===== src/rtl/pipe_hazard_unit_pkg.sv =====
// Shared types for the MIPS hazard/forwarding unit: forwarding selects,
// the shadow stage record, and the forwarding-select helper.
package pipe_hazard_unit_pkg;

    localparam int SHADOW_REG_W = 5;

    localparam logic [1:0] FWD_NONE = 2'b00;
    localparam logic [1:0] FWD_WB   = 2'b01;
    localparam logic [1:0] FWD_MEM  = 2'b10;

    typedef struct packed {
        logic [SHADOW_REG_W-1:0] rs;
        logic [SHADOW_REG_W-1:0] rt;
        logic [SHADOW_REG_W-1:0] dst;
        logic                    regwrite;
        logic                    memread;
    } stage_t;

    // $0 is hardwired, so a write to it never produces a value worth forwarding
    function automatic logic [1:0] fwd_sel(input stage_t mem, input stage_t wb,
                                           input logic [SHADOW_REG_W-1:0] src);
        if (mem.regwrite && mem.dst != '0 && mem.dst == src) return FWD_MEM;
        if (wb.regwrite && wb.dst != '0 && wb.dst == src) return FWD_WB;
        return FWD_NONE;
    endfunction

endpackage


===== src/rtl/pipe_hazard_unit_stage_reg.sv =====
// One shadow pipeline stage: async active-low reset plus a synchronous clear
// used to squash the record when the datapath inserts a bubble or flush.
module hazard_stage_reg
    import pipe_hazard_unit_pkg::*;
(
    input  logic   clk,
    input  logic   rst,
    input  logic   clr,
    input  stage_t d,
    output stage_t q
);

    always_ff @(posedge clk or negedge rst) begin
        if (!rst)     q <= '0;
        else if (clr) q <= '0;
        else          q <= d;
    end

endmodule


===== src/rtl/pipe_hazard_unit.sv =====
// Hazard detection and EX forwarding for the 5-stage MIPS pipeline, driven
// from a private shadow copy of the EX/MEM/WB destination information.
module pipe_hazard_unit
    import pipe_hazard_unit_pkg::*;
#(
    parameter int REG_W = 5,
    parameter int CNT_W = 16
) (
    input  logic             clk,
    input  logic             rst,
    input  logic [REG_W-1:0] id_rs,
    input  logic [REG_W-1:0] id_rt,
    input  logic             id_uses_rs,
    input  logic             id_uses_rt,
    input  logic [REG_W-1:0] id_dst,
    input  logic             id_regwrite,
    input  logic             id_memread,
    input  logic             id_jmp,
    input  logic             id_jr,
    input  logic             branch_taken,
    output logic             Bubble,
    output logic             PCWrite,
    output logic             IFIDWrite,
    output logic             IF_Flush,
    output logic             EX_Flush,
    output logic [1:0]       ForwardA,
    output logic [1:0]       ForwardB,
    output logic [CNT_W-1:0] stall_cnt
);

    stage_t id_rec, ex, mem, wb;
    logic   load_stall, jr_stall, stall;
    logic   unused;

    assign id_rec = '{rs: id_rs, rt: id_rt, dst: id_dst,
                      regwrite: id_regwrite, memread: id_memread};

    hazard_stage_reg u_ex  (.clk(clk), .rst(rst), .clr(!Bubble),  .d(id_rec), .q(ex));
    hazard_stage_reg u_mem (.clk(clk), .rst(rst), .clr(EX_Flush), .d(ex),     .q(mem));
    hazard_stage_reg u_wb  (.clk(clk), .rst(rst), .clr(1'b0),     .d(mem),    .q(wb));

    assign unused = ^{wb.rs, wb.rt, wb.memread};

    always_comb begin
        load_stall = ex.memread && ex.dst != '0 &&
                     ((id_uses_rs && ex.dst == id_rs) || (id_uses_rt && ex.dst == id_rt));
        // No ID-stage forwarding: jr waits until its producer reaches WB
        jr_stall   = id_jr && id_rs != '0 &&
                     ((ex.regwrite && ex.dst == id_rs) || (mem.regwrite && mem.dst == id_rs));
        stall      = (load_stall || jr_stall) && !branch_taken;

        Bubble    = 1'b1;
        PCWrite   = 1'b1;
        IFIDWrite = 1'b1;
        IF_Flush  = 1'b0;
        EX_Flush  = 1'b0;
        if (rst) begin
            if (branch_taken) begin
                // the stalled ID instruction is wrong-path, so the stall is dropped
                Bubble   = 1'b0;
                IF_Flush = 1'b1;
                EX_Flush = 1'b1;
            end else if (stall) begin
                Bubble    = 1'b0;
                PCWrite   = 1'b0;
                IFIDWrite = 1'b0;
                IF_Flush  = id_jmp && !jr_stall;
            end else begin
                IF_Flush = id_jmp;
            end
        end
    end

    assign ForwardA = fwd_sel(mem, wb, ex.rs);
    assign ForwardB = fwd_sel(mem, wb, ex.rt);

    always_ff @(posedge clk or negedge rst) begin
        if (!rst)
            stall_cnt <= '0;
        else if (!PCWrite && stall_cnt != '1)
            stall_cnt <= stall_cnt + CNT_W'(1);
    end

endmodule


===== config.mk =====
export PLATFORM = sky130hd
export DESIGN_NAME = pipe_hazard_unit
export DESIGN_NICKNAME = d
export VERILOG_FILES = /design/src/rtl/pipe_hazard_unit_pkg.sv /design/src/rtl/pipe_hazard_unit_stage_reg.sv /design/src/rtl/pipe_hazard_unit.sv
export SDC_FILE = /design/constraint.sdc
export NUM_CORES = 1
export LEC_CHECK = 0
export CELL_PAD_IN_SITES_DETAIL_PLACEMENT = 0
export CELL_PAD_IN_SITES_GLOBAL_PLACEMENT = 1
export CORE_UTILIZATION = 25
export CTS_CLUSTER_SIZE = 8
export DETAILED_ROUTE_END_ITERATION = 10
export HOLD_SLACK_MARGIN = 0.06
export PLACE_DENSITY = 0.65
export SETUP_SLACK_MARGIN = 0.5
export SYNTH_ARGS = -nofsm -noshare
export SYNTH_HDL_FRONTEND = slang
export SYNTH_SLANG_ARGS = --single-unit

===== constraint.sdc =====
create_clock -name clk -period 3.71 [get_ports clk]
set_input_delay 0.5565 -clock clk [delete_from_list [all_inputs] [get_ports clk]]
set_output_delay 0.5565 -clock clk [all_outputs]
set_load 0.01 [all_outputs]

=== Yosys cells after proc, flatten, opt, wreduce, memory -nomap -nowiden ===
Cells that the tools add are included.

* Muxes and demuxes: 26
* Equality and inequality tests: 8
* Reductions and logical operators: 27
* Add/subtract/negate cells: 1

{| class="wikitable"
|+ Operator list
! operator !! count
|-
| 5-bit == test || 7
|-
| 5-bit nonzero test || 4
|-
| 1-bit logical AND || 17
|-
| 17-bit two-way mux || 1
|-
| 16-bit by 1-bit adder with 16-bit output, second input constant || 1
|-
| 1-bit two-way mux || 16
|-
| 2-bit two-way mux || 8
|-
| 16-bit != test, second input constant || 1
|-
| 7-bit two-way mux || 1
|-
| 1-bit logical NOT || 3
|-
| 1-bit logical OR || 3
|}

* Flip-flop bits (word level): 45
* Logic and storage cells: 72
* Bits of input ports: 24
* Output and inout bits: 25

=== Depth between registers and ports, before layout ===
Gate-level depths: netlist of run 1.

* Depth after elaboration: 11
* Mapped depth: 8
* Mapped depth without buffers: 7

=== By module ===
From an unflattened synthesis of run 1, not the netlist that was laid out.

* Cells, all modules: 242
* Area, all modules: 2952.8 sq um

{| class="wikitable"
|+ By module, submodules not included
! module !! cells an instance !! area each (sq um) !! sequential area each (sq um) !! times used
|-
| hazard_stage_reg || 35 || 560.5 || 425.4 || 3
|-
| pipe_hazard_unit || 137 || 1271.2 || 400.4 || 1
|}

=== Worst setup path before layout of run 1 ===
Ideal clock, no wire load.

* Path type: input to output
* Start: in id_rs[1]
* End: out Bubble
* Setup slack: 1151 ps
* Arrival: 2003 ps
* Cell stages on the path: 8
* Buffers on the path: 2
* Data required time: 3154 ps
* Cell sequence: or4_1 o21ai_1 inv_1 a32o_1 buf_6 o21a_4 buf_8 inv_1

* Word-level cells in the longest chain between the ends: 9
* Elaborated cells on any way between the ends: 16
* Those cells by class: eq/ne: 2; mux: 3; reduce/logical: 11

{| class="wikitable"
|+ Ends and longest elaborated chain
! item !! line !! RTL
|-
| start, declared || pipe_hazard_unit.sv:11 || <nowiki>input logic [REG_W-1:0] id_rs,</nowiki>
|-
| 5-bit == test, on equally long branches || pipe_hazard_unit.sv:46, pipe_hazard_unit.sv:49 ||
|-
| 1-bit logical AND, on equally long branches || pipe_hazard_unit.sv:46, pipe_hazard_unit.sv:49 ||
|-
| 1-bit logical OR, on equally long branches || pipe_hazard_unit.sv:46, pipe_hazard_unit.sv:49 ||
|-
| 1-bit logical AND, on equally long branches || pipe_hazard_unit.sv:45, pipe_hazard_unit.sv:48 ||
|-
| 1-bit logical OR * || pipe_hazard_unit.sv:50 || <nowiki>stall = (load_stall || jr_stall) && !branch_taken;</nowiki>
|-
| 1-bit logical AND * || pipe_hazard_unit.sv:50 ||
|-
| 1-bit two-way mux * || pipe_hazard_unit.sv:63 || <nowiki>end else if (stall) begin</nowiki>
|-
| 1-bit two-way mux * || pipe_hazard_unit.sv:58 || <nowiki>if (branch_taken) begin</nowiki>
|-
| 1-bit two-way mux * || pipe_hazard_unit.sv:57 || <nowiki>if (rst) begin</nowiki>
|-
| end, declared || pipe_hazard_unit.sv:21 || <nowiki>output logic Bubble,</nowiki>
|}

Every way passes the cells marked *; elsewhere a longest branch is shown, timed or not.

=== Worst setup path in the final report of run 1 ===
* Start: in id_rs[1]
* End: out PCWrite

* Word-level cells in the longest chain between the ends: 9
* Elaborated cells on any way between the ends: 16
* Those cells by class: eq/ne: 2; mux: 3; reduce/logical: 11

{| class="wikitable"
|+ Ends and longest elaborated chain
! item !! line !! RTL
|-
| 5-bit == test, on equally long branches || pipe_hazard_unit.sv:46, pipe_hazard_unit.sv:49 ||
|-
| 1-bit logical AND, on equally long branches || pipe_hazard_unit.sv:46, pipe_hazard_unit.sv:49 ||
|-
| 1-bit logical OR, on equally long branches || pipe_hazard_unit.sv:46, pipe_hazard_unit.sv:49 ||
|-
| 1-bit logical AND, on equally long branches || pipe_hazard_unit.sv:45, pipe_hazard_unit.sv:48 ||
|-
| 1-bit logical OR * || pipe_hazard_unit.sv:50 ||
|-
| 1-bit logical AND * || pipe_hazard_unit.sv:50 ||
|-
| 1-bit two-way mux * || pipe_hazard_unit.sv:63 ||
|-
| 1-bit two-way mux * || pipe_hazard_unit.sv:58 ||
|-
| 1-bit two-way mux * || pipe_hazard_unit.sv:57 ||
|-
| end, declared || pipe_hazard_unit.sv:22 || <nowiki>output logic PCWrite,</nowiki>
|}

Marked as above.

==> load_flow_metrics.sql, run 1 <==
INSERT INTO impl_metrics (metric_group, metric, value, unit) VALUES
('route', 'wl', '4900', 'µm'),
('power_and_ir_drop', 'leak', '1.28', 'nW'),
('placement', 'postPlaceCellArea', '2830', 'µm²'),
('logic_synthesis', 'yosysUniqueCellTypes', '34', ''),
('floorplanning', 'io_pins', '49', ''),
('logic_synthesis', 'sequential_share_of_the_synthesized_area', '50.6', '%'),
('worst_setup_path', 'timing.critical_path.arrival', '2.49', 'ns'),
('timing', 'timing.final.hold_violations', '0', ''),
('timing', 'timing.hold.ws', '0.126', 'ns'),
('floorplanning', 'fp.coreArea', '8680', 'µm²'),
('global_route', 'antenna_found_initial', '0', ''),
('worst_setup_path', 'cp-startpoint', 'id_rs[1]', ''),
('route', 'vias', '1569', ''),
('hold_path', 'hold_path.class', 'primary input to asynchronous set/reset pin', ''),
('timing', 'setup_viol_count_final', '0', ''),
('route', 'detailedRoute.firstPassIterationCount', '6', ''),
('final_layout', 'flow.area_growth_from_synthesis', '31.8', '%'),
('logic_synthesis', 'netlist_top_cells_area', 'sky130_fd_sc_hd__dfrtp_1, sky130_fd_sc_hd__xnor2_1, sky130_fd_sc_hd__xor2_1', ''),
('worst_setup_path', 'timing.rr.start', 'stall_cnt[0]', ''),
('route', 'routedWlPerCell', '13.5', 'µm'),
('worst_setup_path', 'rr_worst_depth', '8', ''),
('logic_synthesis', 'post_synth_inst_count', '198', ''),
('clock_network', 'cts.htree.levels', '2', ''),
('floorplanning', 'core.rowCount', '34', ''),
('timing', 'timing.slew.headroom', '66.9', '%'),
('worst_setup_path', 'rrSetupSlack', '1.56', 'ns'),
('floorplanning', 'die_width', '96.4', 'µm'),
('clock_network', 'cts_num_sinks', '45', ''),
('placement', 'gp_congestion', '0.793', ''),
('clock_network', 'cts_tree', 'built', ''),
('route', 'drt-initial-drc-count', '65', ''),
('timing', 'timing.fmax', '0.329', 'GHz'),
('clock_network', 'worst_setup_hold_path_clk_slew', '0.08', 'ns'),
('worst_setup_path', 'timing.critical_path.required', '3.15', 'ns'),
('clock_network', 'clock_insertion_delay_at_the_later_pin_of_the_skew_report', '0.29', 'ns'),
('worst_setup_path', 'setup.worst_path.start_class', 'primary input', ''),
('worst_setup_path', 'cp_slowest_stage_delay', '0.54', 'ns'),
('logic_synthesis', 'ys_warn_count', '0', ''),
('power_and_ir_drop', 'highest_ir_drop_seen_on_vdd', '0.000141', 'V'),
('route', 'final_antenna_net_count', '0', ''),
('logic_synthesis', 'synth.ff_latch_count', '45', ''),
('clock_network', 'clock_tree.root_cell', 'sky130_fd_sc_hd__clkbuf_8', ''),
('logic_synthesis', 'yosys.area.top_type_share', '50.6', '%'),
('worst_setup_path', 'slowest_stage', 'sky130_fd_sc_hd__clkdlybuf4s50_1', ''),
('final_layout', 'final_area', '2940', 'µm²'),
('worst_setup_path', 'critical_path.cell_chain', 'dlygate4sd2_1, or4_1, o21ai_1, inv_1, a32o_2, nand2_1, clkdlybuf4s50_1', ''),
('worst_setup_path', 'worstReg2RegEnd', 'stall_cnt[1]', ''),
('global_route', 'grt_remaining_overflow', '0', ''),
('global_route', 'largest_net_degree_at_the_start_of_global_routing', '40', ''),
('clock_network', 'holdBufCountCts', '0', ''),
('timing', 'final_max_slew_viol_count', '0', ''),
('final_layout', 'antenna_cells', '0', ''),
('power_and_ir_drop', 'total_power', '1.03', 'mW'),
('placement', 'placed_cells_incl_taps', '353', ''),
('outcome', 'status', 'finished clean', ''),
('floorplanning', 'floorplan.initialDensity', '25.7', '%'),
('worst_setup_path', 'path_class', 'primary input to output port', ''),
('timing', 'period_minus_slack', '3.04', 'ns'),
('global_route', 'first_global_vias', '1589', ''),
('global_route', 'grtUsageTotal', '12.1', '%'),
('floorplanning', 'die_y', '96.4', 'µm'),
('clock_network', 'cts_buffer_depth', '2', ''),
('logic_synthesis', 'syn-cell-area', '2230', 'µm²'),
('timing', 'worst-slew-pin-transition', '0.497', 'ns'),
('power_and_ir_drop', 'power_per_cell_area', '350', 'nW/µm²'),
('final_layout', 'postLayoutCoreUtil', '33.8', '%'),
('logic_synthesis', 'synth_nets', '223', ''),
('worst_setup_path', 'top_fanout_value_on_the_critical_path', '5', ''),
('logic_synthesis', 'yosysTopAreaCell', 'sky130_fd_sc_hd__dfrtp_1', ''),
('floorplanning', 'design.die.area', '9290', 'µm²'),
('timing', 'final.setup.tns', '0', 'ns');
worst max-delay path: cells and delay by family:
family          cells  cell delay [ns]
compound gates      2             0.41
buf+inv             3             0.90
simple gates        2             0.61
cell usage in the layout, fill, tap and decap left out, types with 2 or more instances in the layout:
cell type | netlist | final
sky130_fd_sc_hd__clkdlybuf4s50_1 | 0 | 41
sky130_fd_sc_hd__nor2_1 | 5 | 5
sky130_fd_sc_hd__dlymetal6s2s_1 | 0 | 2
sky130_fd_sc_hd__and2b_1 | 8 | 8
sky130_fd_sc_hd__xor2_1 | 14 | 14
sky130_fd_sc_hd__and3_1 | 10 | 10
sky130_fd_sc_hd__o21ai_1 | 1 | 2
sky130_fd_sc_hd__nand3_1 | 17 | 17
sky130_fd_sc_hd__or4_1 | 5 | 5
sky130_fd_sc_hd__and2_1 | 6 | 6
sky130_fd_sc_hd__inv_1 | 5 | 5
sky130_fd_sc_hd__dlygate4sd2_1 | 0 | 4
sky130_fd_sc_hd__clkbuf_8 | 0 | 7
sky130_fd_sc_hd__o22ai_1 | 2 | 2
sky130_fd_sc_hd__nand2_1 | 6 | 6
sky130_fd_sc_hd__buf_4 | 1 | 5
sky130_fd_sc_hd__nor2b_2 | 8 | 8
sky130_fd_sc_hd__nor4_1 | 4 | 4
sky130_fd_sc_hd__dfrtp_1 | 45 | 45
sky130_fd_sc_hd__nand4_1 | 8 | 8
sky130_fd_sc_hd__xnor2_1 | 35 | 35
final cells by class:
cell class	instances	area (µm²)	share of cell area, %
inverters	5	18.8	0.639
flip-flops and latches	45	1130	38.4
well taps	108	135	4.60
multi-input cells	143	1040	35.5
clock buffers	7	96.3	3.28
repair buffers	53	513	17.5
clock inverters	1	5.00	0.171
per-layer routing:
metal	track usage (%)	vias to the layer above	part of all wire [%]
met5	0	-	0
met4	3.68	0	0.82
met3	3.05	2	4.0
met2	19.3	31	50
met1	16.1	761	46
li1	-	775	-
worst max-delay path by stage:
| stage | end | cells after the start |
|---|---|---|
| 6_report | PCWrite | 7 |
| 5_1_grt | ForwardB[0] | 5 |
| 4_1_cts | Bubble | 8 |
| 3_5_place_dp | Bubble | 8 |
| 3_3_place_gp | Bubble | 8 |
| 2_1_floorplan | Bubble | 8 |
state kept, by name, summed over array words and instances (netlist names):
| name | flops |
|---|---|
| stall_cnt | 16 |
| u_ex.q | 17 |
| u_mem.q | 6 |
| u_wb.q | 6 |
timing repair:
action                     in CTS  in global routing
setup buffers                   0                  1
setup endpoints to repair       4                  5
gates resized for setup         5                  3
pin swaps                       0                  1
cells by family (layout without fill, tap and decap cells):
group	after synthesis	in the layout	synth area share, %
xor gates and xnor gates	49	49	19.3
adders and majority gates	1	1	0.562
and+or+nand+nor	82	82	22.9
muxes	2	2	0.955
buffers and inverters	10	66	2.75
DFF	45	45	50.6
AOI/OAI and AO/OA	9	9	3.03
power by group:
part / internal (mW) / switching, mW
sequential: 0.517 / 0.0340
combinational: 0.0860 / 0.0628
clock: 0.168 / 0.159
total: 0.772 / 0.256
synth_stat cells, drive strengths merged:
master / number
a32o: 1
nor3: 1
o22ai: 2
buf: 4
mux2i: 1
ha: 1
and2b: 8
inv: 5
a21boi: 1
o21ai: 3
nor4: 4
or4: 5
mux2: 1
clkbuf: 1
and4: 1
and3: 10
nand4: 8
nand3: 17
nor2: 5
o21a: 2
nand2: 6
and2: 7
xnor2: 35
dfrtp: 45
nor2b: 10
xor2: 14
Note: power is estimated with default switching activity, not from simulation.
==> inputs of run 2 (changes only) <==
==> constraint.sdc (replaced) <==
create_clock -name clk -period 3.1 [get_ports clk]
set_input_delay 0.465 -clock clk [delete_from_list [all_inputs] [get_ports clk]]
set_output_delay 0.465 -clock clk [all_outputs]
set_load 0.01 [all_outputs]
==> run 2 against run 1 <==
The run now ends with DRC left. Die area stayed put. Via count is 0.45% higher. Cell count grew 2.5%. Register-to-register slack lost 0.57 ns. Combinational power rose by 31%. Worst setup slack got worse by 0.10 ns. Non-clock buffer count rose by 9. Hold slack better by 0.11 ns. Total power increased by 26%. Critical endpoint is now ForwardB[1]. Clock power grew 36%. Critical path depth decreased by 3.
==> load_flow_metrics.sql, run 2 (synthesis results as in run 1) <==
INSERT INTO impl_metrics (metric_group, metric, value, unit) VALUES
('final_layout', 'largest_registers', 'u_ex.q: 17 flops, stall_cnt: 16 flops', ''),
('power_and_ir_drop', 'total_power', '1.30', 'mW'),
('timing', 'setup_slack_of_the_critical_path_after_layout', '0.564', 'ns'),
('global_route', 'antenna_found_initial', '0', ''),
('clock_network', 'cts.htree.levels', '2', ''),
('power_and_ir_drop', 'pwr-share-comb', '15.0', '%'),
('route', 'detailedRoute.firstPassIterationCount', '7', ''),
('worst_setup_path', 'path_class', 'register to output port', ''),
('placement', 'place_ws', '-0.00316', 'ns'),
('power_and_ir_drop', 'internal_power', '0.972', 'mW'),
('placement', 'gp_congestion', '0.762', ''),
('clock_network', 'cts_buffer_depth', '2', ''),
('timing', 'timing.hold.ws', '0.232', 'ns'),
('timing', 'setup_viol_count_final', '0', ''),
('placement', 'portBuffers', '48', ''),
('clock_network', 'clock_tree.root_cell', 'sky130_fd_sc_hd__clkbuf_8', ''),
('final_layout', 'largest-register', 'u_ex.q', ''),
('global_route', 'grtUsageTotal', '11.9', '%'),
('worst_setup_path', 'slowest_stage', 'sky130_fd_sc_hd__or4_4', ''),
('worst_setup_path', 'worst_setup_path_end_kind', 'output port', ''),
('timing', 'timing.slew.headroom', '71.9', '%'),
('worst_setup_path', 'worstReg2RegEnd', 'stall_cnt[1]', ''),
('final_layout', 'leading_cell_type_in_the_layout_fill_and_taps_excluded', 'sky130_fd_sc_hd__dfrtp_1', ''),
('final_layout', 'stdcell_count', '371', ''),
('placement', 'hpwl', '3820', 'µm'),
('worst_setup_path', 'cp-startpoint', 'u_mem.q[3]', ''),
('power_and_ir_drop', 'power_frac_clock', '34.1', '%'),
('clock_network', 'cts_tree', 'built', ''),
('outcome', 'status', 'complete, but fails checks', ''),
('clock_network', 'cts_num_sinks', '45', ''),
('timing', 'timing.final.hold_violations', '0', ''),
('power_and_ir_drop', 'switching_share', '25.2', '%'),
('floorplanning', 'io_pins', '49', ''),
('timing', 'worst-slew-pin-transition', '0.421', 'ns'),
('route', 'routedWlPerCell', '13.6', 'µm'),
('global_route', 'first_global_vias', '1601', ''),
('timing', 'period_share', '81.8', '%'),
('placement', 'placed_cells_incl_taps', '360', ''),
('power_and_ir_drop', 'netSwitchingPower', '0.327', 'mW'),
('worst_setup_path', 'setup.worst_path.start_class', 'register', ''),
('timing', 'timing.fmax', '0.394', 'GHz'),
('floorplanning', 'die_y', '96.4', 'µm'),
('floorplanning', 'core.rowCount', '34', ''),
('job', 'max_cap_violations', '0', ''),
('worst_setup_path', 'critical_path.cell_chain', 'or4_4, o21ai_4, nor4_2, clkdlybuf4s50_1', ''),
('power_and_ir_drop', 'power.share.sequential', '50.8', '%'),
('clock_network', 'clock_insertion_delay_at_the_later_pin_of_the_skew_report', '0.30', 'ns'),
('power_and_ir_drop', 'leak', '1.30', 'nW'),
('worst_setup_path', 'timing.critical_path.required', '2.63', 'ns'),
('route', 'drt-initial-drc-count', '51', ''),
('worst_setup_path', 'critical_path.endpoint', 'ForwardB[1]', ''),
('final_layout', 'flow.area_growth_from_synthesis', '36.1', '%'),
('timing', 'timing.clock.skew', '0.00591', 'ns'),
('placement', 'postPlaceCellArea', '2880', 'µm²'),
('route', 'drc', '2', ''),
('floorplanning', 'die_width', '96.4', 'µm'),
('final_layout', 'antenna_cells', '0', ''),
('outcome', 'violations', 'DRC', ''),
('final_layout', 'layout_common_cells', 'sky130_fd_sc_hd__dfrtp_1, sky130_fd_sc_hd__clkdlybuf4s50_1, sky130_fd_sc_hd__xnor2_1', ''),
('timing', 'final_max_slew_viol_count', '0', ''),
('clock_network', 'worst_setup_hold_path_clk_slew', '0.09', 'ns'),
('global_route', 'grt_remaining_overflow', '0', ''),
('global_route', 'grt_pass1_wl', '8070', 'µm'),
('floorplanning', 'design.die.area', '9290', 'µm²'),
('route', 'avgViaCountPerCell', '4.25', ''),
('final_layout', 'final_area', '3030', 'µm²'),
('clock_network', 'cts_buffers', '5', ''),
('worst_setup_path', 'timing.critical_path.arrival', '2.07', 'ns'),
('global_route', 'largest_net_degree_at_the_start_of_global_routing', '22', ''),
('route', 'vias', '1576', ''),
('worst_setup_path', 'timing.rr.start', 'stall_cnt[0]', ''),
('hold_path', 'hold_path.class', 'primary input to asynchronous set/reset pin', ''),
('power_and_ir_drop', 'power_per_cell_area', '429', 'nW/µm²'),
('timing', 'grt_setup_unrepaired', 'true', ''),
('floorplanning', 'fp.coreArea', '8680', 'µm²'),
('route', 'wl', '5040', 'µm'),
('final_layout', 'share_of_cells_above_drive_strength_1', '17.5', '%'),
('worst_setup_path', 'rrSetupSlack', '0.99', 'ns'),
('route', 'final_antenna_net_count', '0', ''),
('worst_setup_path', 'cp_slowest_stage_delay', '0.56', 'ns'),
('power_and_ir_drop', 'highest_ir_drop_seen_on_vdd', '0.000173', 'V'),
('timing', 'period_minus_slack', '2.54', 'ns'),
('worst_setup_path', 'top_fanout_value_on_the_critical_path', '5', ''),
('final_layout', 'net_count_final', '287', ''),
('floorplanning', 'floorplan.initialDensity', '25.7', '%'),
('final_layout', 'largest_register_ff_count', '17', ''),
('worst_setup_path', 'rr_worst_depth', '7', '');
run 2: changes by cell type in the layout (fill, tap and decap cells not counted), moves of 2 or more:
cell	previous run	this run
sky130_fd_sc_hd__clkdlybuf4s15_1	0	2
sky130_fd_sc_hd__dfrtp_2	0	2
sky130_fd_sc_hd__dfrtp_1	45	43
sky130_fd_sc_hd__nor4_1	4	2
sky130_fd_sc_hd__buf_4	5	13
sky130_fd_sc_hd__buf_2	1	4
sky130_fd_sc_hd__dlymetal6s2s_1	2	0
sky130_fd_sc_hd__clkbuf_2	0	2
sky130_fd_sc_hd__clkdlybuf4s50_1	41	36
sky130_fd_sc_hd__clkbuf_8	7	5
run 2: worst max-delay path, delay by kind of cell (launching register included):
family | cells | cell delay [ns]
DFF | 1 | 0.46
and+or+nand+nor | 2 | 0.64
buffers and inverters | 1 | 0.48
AOI/OAI and AO/OA | 1 | 0.19
run 2: cell type report:
type / count / area (µm²)
clock inverters: 3 / 46.3
repair buffers: 62 / 556
fillers: 913 / 5650
inverters: 5 / 18.8
clock buffers: 5 / 68.8
multi-input cells: 143 / 1080
well taps: 108 / 135
flip-flops and latches: 45 / 1130
run 2: how the worst min path moves through the flow:
stage | startpoint | end | slack [ns] | cells after the start
after floorplan | rst | stall_cnt[0] | 0.17 | 0
after detailed placement | rst | u_mem.q[1] | 0.37 | 1
after CTS | rst | stall_cnt[15] | 0.25 | 2
after global routing | rst | stall_cnt[14] | 0.26 | 2
after global placement | rst | u_mem.q[1] | 0.37 | 1
final | rst | stall_cnt[14] | 0.23 | 2
run 2: power groups by stage:
stage	logic, mW	clock network (mW)	registers (mW)
6_report	0.195	0.444	0.660
4_1_cts	0.192	0.460	0.661
3_3_place_gp	0.188	0	0.672
3_5_place_dp	0.189	0	0.672
5_1_grt	0.219	0.490	0.666
2_1_floorplan	0.0971	0	0.664
run 2: stage by stage:
stage | util (%) | TNS [ns]
CTS | 34.8 | 0
finish | 34.9 | 0
detailed placement | 33.2 | -0.00316
global placement | 33.2 | -0.0107
global route | 34.9 | 0
floorplan | - | 0
run 2: metal layers:
metal  GRT usage, %  wire length (µm)  share of wire (%)
met4           3.68                70                1.4
met5              0                 0                  0
met1           15.9              2360                 47
met3           2.66               153                3.0
met2           19.1              2460                 49
run 2: repair_timing:
action,in CTS,in global routing
setup endpoints to repair,8,8
gates resized for setup,24,17
setup buffers,1,1
hold buffers,1,0
endpoints found under the hold margin,8,0
pin swaps,1,4
cloned,0,0
